File: src/rtl/multicycle_computer_pkg.sv
// Shared definitions for the multicycle computer controller: state encodings,
// instruction field decode, opcode classes, condition codes and ALU commands.
package multicycle_computer_pkg;

    // Controller states s0..s15; the encodings are shared with the control decoder.
    typedef enum logic [3:0] {
        S0  = 4'd0,   // Fetch
        S1  = 4'd1,   // Decode
        S2  = 4'd2,
        S3  = 4'd3,
        S4  = 4'd4,
        S5  = 4'd5,
        S6  = 4'd6,
        S7  = 4'd7,
        S8  = 4'd8,
        S9  = 4'd9,
        S10 = 4'd10,
        S11 = 4'd11,
        S12 = 4'd12,
        S13 = 4'd13,
        S14 = 4'd14,
        S15 = 4'd15   // unreachable, recovers to Fetch
    } state_e;

    // Opcode classes, INSTRUCTION[27:26]
    localparam logic [1:0] OP_DP  = 2'b00;
    localparam logic [1:0] OP_MEM = 2'b01;
    localparam logic [1:0] OP_BR  = 2'b10;
    localparam logic [1:0] OP_ILL = 2'b11;

    // Condition codes, INSTRUCTION[31:28]
    localparam logic [3:0] COND_EQ = 4'h0;
    localparam logic [3:0] COND_NE = 4'h1;
    localparam logic [3:0] COND_CS = 4'h2;
    localparam logic [3:0] COND_CC = 4'h3;
    localparam logic [3:0] COND_MI = 4'h4;
    localparam logic [3:0] COND_PL = 4'h5;
    localparam logic [3:0] COND_VS = 4'h6;
    localparam logic [3:0] COND_VC = 4'h7;
    localparam logic [3:0] COND_HI = 4'h8;
    localparam logic [3:0] COND_LS = 4'h9;
    localparam logic [3:0] COND_GE = 4'hA;
    localparam logic [3:0] COND_LT = 4'hB;
    localparam logic [3:0] COND_GT = 4'hC;
    localparam logic [3:0] COND_LE = 4'hD;
    localparam logic [3:0] COND_AL = 4'hE;
    localparam logic [3:0] COND_NV = 4'hF;

    // Data-processing commands that alter the control flow, INSTRUCTION[24:21]
    localparam logic [3:0] CMD_MOV = 4'b1101;
    localparam logic [3:0] CMD_CMP = 4'b1010;

    // Instruction fields the controller looks at
    typedef struct packed {
        logic [3:0] cond;  // [31:28]
        logic [1:0] op;    // [27:26]
        logic       im;    // [25]
        logic [3:0] cmd;   // [24:21], bit 24 doubles as Link for branches
        logic       l;     // [20]
        logic       ind;   // [19]
    } instr_fields_t;

    function automatic instr_fields_t decode_fields(input logic [31:0] instr);
        instr_fields_t f;
        f.cond = instr[31:28];
        f.op   = instr[27:26];
        f.im   = instr[25];
        f.cmd  = instr[24:21];
        f.l    = instr[20];
        f.ind  = instr[19];
        return f;
    endfunction

endpackage

File: src/rtl/multicycle_computer_cond_check.sv
// Condition-field evaluator: decides whether a 4-bit condition code is
// satisfied by the {N,Z,C,V} status flags. Purely combinational.
module multicycle_computer_cond_check
    import multicycle_computer_pkg::*;
(
    input  logic [3:0] i_cond,
    input  logic [3:0] i_flags,
    output logic       o_pass
);

    logic w_n;
    logic w_z;
    logic w_c;
    logic w_v;

    assign {w_n, w_z, w_c, w_v} = i_flags;

    // Condition table lookup
    always_comb begin
        o_pass = 1'b0;
        unique case (i_cond)
            COND_EQ: o_pass = w_z;
            COND_NE: o_pass = ~w_z;
            COND_CS: o_pass = w_c;
            COND_CC: o_pass = ~w_c;
            COND_MI: o_pass = w_n;
            COND_PL: o_pass = ~w_n;
            COND_VS: o_pass = w_v;
            COND_VC: o_pass = ~w_v;
            COND_HI: o_pass = w_c & ~w_z;
            COND_LS: o_pass = ~w_c | w_z;
            COND_GE: o_pass = (w_n == w_v);
            COND_LT: o_pass = (w_n != w_v);
            COND_GT: o_pass = ~w_z & (w_n == w_v);
            COND_LE: o_pass = w_z | (w_n != w_v);
            COND_AL: o_pass = 1'b1;
            COND_NV: o_pass = 1'b0;
        endcase
    end

endmodule

File: src/rtl/multicycle_computer_controller_next_state.sv
// Multicycle computer controller: 4-bit state register and next-state logic
// driven by the IR fields and the ALU flags. The condition field is evaluated
// in Decode; a failing condition retires the instruction as a no-op.
// Optional retired-instruction counter: MULTICYCLE_COMPUTER_PERF_COUNTER_EN.
module multicycle_computer_controller_next_state
    import multicycle_computer_pkg::*;
#(
    parameter int unsigned COUNT_W = 32
) (
    input  logic               clk,
    input  logic               reset_n,
    input  logic               stall,
    input  logic [31:0]        INSTRUCTION,
    input  logic [3:0]         FLAGS,
    output logic [3:0]         current_state,
    output logic               cond_pass,
    output logic               illegal_instr
`ifdef MULTICYCLE_COMPUTER_PERF_COUNTER_EN
    ,
    output logic [COUNT_W-1:0] retired_count
`endif
);

    if (COUNT_W == 0) begin : g_count_w_check
        $error("COUNT_W must be at least 1");
    end

    state_e        r_state;
    state_e        w_state_next;
    logic          r_illegal;
    logic          w_illegal_next;
    instr_fields_t w_f;
    logic          w_unused_instr;

    assign w_f = decode_fields(INSTRUCTION);

    // Operand/offset bits play no part in sequencing
    assign w_unused_instr = ^INSTRUCTION[18:0];

    multicycle_computer_cond_check u_cond_check (
        .i_cond  (w_f.cond),
        .i_flags (FLAGS),
        .o_pass  (cond_pass)
    );

    // Next-state and illegal-opcode detection
    always_comb begin
        w_state_next   = S0;
        w_illegal_next = 1'b0;
        unique case (r_state)
            S0: w_state_next = S1;
            S1: begin
                if (!cond_pass) begin
                    w_state_next = S0;
                end else begin
                    unique case (w_f.op)
                        OP_DP: begin
                            if (w_f.im)                  w_state_next = S8;
                            else if (w_f.ind)            w_state_next = S12;
                            else if (w_f.cmd == CMD_MOV) w_state_next = S7;
                            else                         w_state_next = S6;
                        end
                        OP_MEM: w_state_next = w_f.ind ? S9 : S2;
                        OP_BR: begin
                            if (!w_f.im)      w_state_next = S10;
                            else if (w_f.ind) w_state_next = S11;
                            else              w_state_next = S13;
                        end
                        OP_ILL: begin
                            w_state_next   = S0;
                            w_illegal_next = 1'b1;
                        end
                    endcase
                end
            end
            S2, S9:            w_state_next = w_f.l ? S3 : S5;
            S3:                w_state_next = S4;
            S4, S5:            w_state_next = S0;
            // CMP only sets flags, so it has no writeback step
            S6, S7, S8, S12:   w_state_next = (w_f.cmd == CMD_CMP) ? S0 : S14;
            S14:               w_state_next = S0;
            S10, S13:          w_state_next = S0;
            S11:               w_state_next = S13;
            S15:               w_state_next = S0;
        endcase
    end

    // State register; stall holds it
    always_ff @(posedge clk or negedge reset_n) begin
        if (!reset_n) begin
            r_state <= S0;
        end else if (!stall) begin
            r_state <= w_state_next;
        end
    end

    // Illegal-opcode pulse, suppressed while stalled
    always_ff @(posedge clk or negedge reset_n) begin
        if (!reset_n) begin
            r_illegal <= 1'b0;
        end else begin
            r_illegal <= stall ? 1'b0 : w_illegal_next;
        end
    end

    assign current_state = r_state;
    assign illegal_instr = r_illegal;

`ifdef MULTICYCLE_COMPUTER_PERF_COUNTER_EN
    logic               w_retire;
    logic [COUNT_W-1:0] r_retired;

    // Any return to Fetch from another state completes one instruction
    assign w_retire = (r_state != S0) && (w_state_next == S0);

    // Retired-instruction counter, wraps naturally
    always_ff @(posedge clk or negedge reset_n) begin
        if (!reset_n) begin
            r_retired <= '0;
        end else if (!stall && w_retire) begin
            r_retired <= r_retired + COUNT_W'(1);
        end
    end

    assign retired_count = r_retired;
`endif

endmodule

File: config.mk
export PLATFORM = sky130hd
export DESIGN_NAME = multicycle_computer_controller_next_state
export DESIGN_NICKNAME = d
export VERILOG_FILES = /design/src/rtl/multicycle_computer_pkg.sv /design/src/rtl/multicycle_computer_cond_check.sv /design/src/rtl/multicycle_computer_controller_next_state.sv
export SDC_FILE = /design/constraint.sdc
export NUM_CORES = 1
export LEC_CHECK = 0
export CAP_MARGIN = 10
export CORE_MARGIN = 1
export CORE_UTILIZATION = 34
export DETAILED_ROUTE_END_ITERATION = 8
export PLACE_DENSITY = 0.79
export SYNTH_ARGS = -nofsm -noshare
export SYNTH_HDL_FRONTEND = slang
export SYNTH_SLANG_ARGS = --single-unit
export TNS_END_PERCENT = 50
File: constraint.sdc
create_clock -name clk -period 2.2 [get_ports clk]
set_input_delay 0.44 -clock clk [delete_from_list [all_inputs] [get_ports clk]]
set_output_delay 0.44 -clock clk [all_outputs]
set_load 0.005 [all_outputs]
==> metrics.log <==
INFO  metric max_freq = 460 MHz
INFO  metric num_io_pins = 45
INFO  metric m1WireLength = 696 um
INFO  metric gpl.final_weighted_congestion = 0.814
INFO  metric crit_path_cell_trace = dlygate4sd2_1 -> inv_2 -> o21a_1 -> o32ai_4 -> a2111oi_4 -> nor2_1 -> buf_2
INFO  metric power.ir.vdd_worst = 383 uV
INFO  metric timing.critical_path.slowest_cell_delay = 370 ps
INFO  metric num_antenna_cells = 0
INFO  metric first_pass_grt_wire_length = 3020 um
INFO  metric antenna_left = 0
INFO  metric cts_htree_levels = 1
INFO  metric power.density_cell_area = 617 nW/um^2
INFO  metric routed.top_layer = met4
INFO  metric die-height = 45.4 um
INFO  metric final.setup_skew = 3.10 ps
INFO  metric cpMaxStageDelayCell = sky130_fd_sc_hd__a2111oi_4
INFO  metric worstSetupStartpointType = input port
INFO  metric grt_setup_unrepaired = yes
INFO  metric global_route.usage.total = 0.203
INFO  metric outcome = finished clean
INFO  metric final_nets = 162
INFO  metric yosys-top-cells-area = sky130_fd_sc_hd__dfrtp_1, sky130_fd_sc_hd__nor2b_1, sky130_fd_sc_hd__xnor2_1
INFO  metric drtIter0Drc = 16
INFO  metric cts-root-buf = sky130_fd_sc_hd__clkbuf_4
INFO  metric numClockSinks = 5
INFO  metric synth_cells = 85
INFO  metric leftover_overflow_at_the_end_of_global_routing = 0
INFO  metric synthesis.area_per_instance = 7.54 um^2
INFO  metric synth_largest_type_area_fraction = 0.195
INFO  metric floorplan.core_area = 1750 um^2
INFO  metric initial_utilization = 0.367
INFO  metric max_cap_violations = 0
INFO  metric fin_total_pwr = 0.000696 W
INFO  metric clk_latency = 250 ps
INFO  metric routed_wire_length_per_instance = 13.0 um
INFO  metric hold_viol = 0
INFO  metric seq_area_frac_synth = 0.195
INFO  metric path_max_fanout = 4
INFO  metric leakagePower = 0.474 nW
INFO  metric via_per_inst = 5.35
INFO  metric clkSlewWorstSetupHoldPaths = 40 ps
INFO  metric met2_wirelength = 1140 um
INFO  metric post-place-cells = 141
INFO  metric synth.yosys.warnings = 0
INFO  metric finalNonFillerCells = 147
INFO  metric worstSetupEndpointType = output pin
INFO  metric critical_path.n_buffers_inverters = 3
INFO  metric finalMaxSlewViolations = 0
INFO  metric cts-buffers-inserted = 3
INFO  metric syn-cell-area = 641 um^2
INFO  metric period_share = 0.989
INFO  metric postSynthNetCount = 124
INFO  metric route.met3.wl = 49 um
INFO  metric synth.ff_latch_count = 5
INFO  metric area_growth_syn_to_layout = 76.2%
INFO  metric tightest_slew = 323 ps
INFO  metric grt_pass1_vias = 803
INFO  metric place_hpwl = 1370 um
INFO  metric layout_common_cells = sky130_fd_sc_hd__clkdlybuf4s50_1, sky130_fd_sc_hd__buf_4, sky130_fd_sc_hd__nand2_1, sky130_fd_sc_hd__nor2b_1
INFO  metric final_period_minus_worst_setup_slack = 2180 ps
INFO  metric whs = 409 ps
INFO  metric most_common_library_cell_in_the_layout_ignoring_fill_and_taps = sky130_fd_sc_hd__clkdlybuf4s50_1
INFO  metric yosysTopAreaCell = sky130_fd_sc_hd__dfrtp_1
INFO  metric number_of_port_buffers = 25
INFO  metric tritoncts = built
INFO  metric slew_headroom = 0.782
INFO  metric layout.filler_cells = 149
INFO  metric hp-class = input port to async pin
INFO  metric postSynth.topFlopCell = sky130_fd_sc_hd__dfrtp_1
INFO  metric grt_start_max_net_pins = 11
INFO  metric synthArstFlopShare = 1.00
INFO  metric critical-path-top-delay-family = compound AO/OA/AOI/OAI gates
INFO  metric synth-edff-count = 0
INFO  metric first_pass_drt_iterations = 4
INFO  metric final_wl = 1900 um
INFO  metric grt_antenna_before_repair = 0
INFO  metric path_class = input port to output pin
INFO  metric detail_route.drc_violations = 0
INFO  metric final_layout_size_suffix_gt1_frac = 0.279
INFO  metric clockBufferDepth = 2
INFO  metric synth_cell_type_count = 42
INFO  metric detailed_route_via_count = 786
INFO  metric required = 1760 ps
INFO  metric die_area = 2060 um^2
INFO  metric std_cell_rows = 15
INFO  metric die_w = 45.4 um
INFO  metric crit_arrival = 1740 ps
INFO  metric report.final.setup_viol = 0
## through the flow
| step | worst slack, ps | setup TNS [ps] | utilization | instance area (um^2) |
|---|---|---|---|---|
| after detailed placement | -704 | -1850 | 0.562 | 981 |
| final | 24.3 | 0 | 0.647 | 1130 |
| after floorplan | 216 | 0 | - | 641 |
| after global placement | -615 | -1350 | 0.562 | 981 |
| after global routing | -23.9 | -23.9 | 0.647 | 1130 |
| after CTS | 22.4 | 0 | 0.614 | 1070 |
## cell families (layout without fill, tap and decap cells)
logic type / Yosys count / after routing / synth area share
AOI/OAI and AO/OA: 29 / 29 / 0.324
xor gates and xnor gates: 4 / 4 / 0.0547
buffers and inverters: 11 / 48 / 0.0781
muxes: 2 / 2 / 0.0313
DFF: 5 / 5 / 0.195
and+or+nand+nor: 34 / 34 / 0.316
## Yosys cell counts (2+ instances only)
cell	number
sky130_fd_sc_hd__a21oi_1	6
sky130_fd_sc_hd__nand2_1	6
sky130_fd_sc_hd__nor2b_1	6
sky130_fd_sc_hd__dfrtp_1	5
sky130_fd_sc_hd__inv_1	5
sky130_fd_sc_hd__nor2_1	5
sky130_fd_sc_hd__o22ai_1	4
sky130_fd_sc_hd__xnor2_1	4
sky130_fd_sc_hd__a22oi_1	3
sky130_fd_sc_hd__nand2b_1	3
sky130_fd_sc_hd__nor3_1	3
sky130_fd_sc_hd__buf_1	2
sky130_fd_sc_hd__clkbuf_1	2
sky130_fd_sc_hd__mux2i_1	2
sky130_fd_sc_hd__o21ai_0	2
## state kept, by name, indices dropped and copies added (netlist names)
register       count
current_state      4
illegal_instr      1
## path summary, 6_finish.rpt
check | start | endpoint | slack, ps | depth (start not counted)
min in group clk | current_state[2] | current_state[2] | 680 | 3
max in group asynchronous | reset_n | current_state[0] | 1600 | 1
hold reg to reg | current_state[2] | current_state[2] | 680 | 3
hold / removal | reset_n | current_state[3] | 410 | 1
setup reg to reg | current_state[2] | current_state[2] | 370 | 4
setup / recovery | INSTRUCTION[30] | cond_pass | 20 | 7
## power by group
group	total, W	internal [W]	leakage (nW)	switching, W
combinational	0.000416	0.000240	0.392	0.000177
sequential	0.000171	0.000117	0.0668	0.0000538
clock	0.000109	0.0000687	0.0150	0.0000401
## layer usage
metal | track usage | vias up
met5 | 0 | -
met4 | 0.0909 | 0
met3 | 0.0357 | 2
met2 | 0.423 | 24
met1 | 0.181 | 366
li1 | - | 394
## area by class of cell
cell class / count / area (um^2) / area share
multi-input cells: 69 / 569 / 0.504
inverters: 5 / 18.8 / 0.0166
well taps: 25 / 31.3 / 0.0277
repair buffers: 39 / 358 / 0.317
flip-flops and latches: 5 / 125 / 0.111
clock buffers: 4 / 26.3 / 0.0233
## repair_timing
| action | in CTS | in global routing |
|---|---|---|
| hold buffers | 0 | 0 |
| setup buffers | 2 | 0 |
| resized for setup | 25 | 19 |
| pin swaps | 7 | 8 |
| setup endpoints to repair | 3 | 2 |
(Power assumes the default switching activity.)
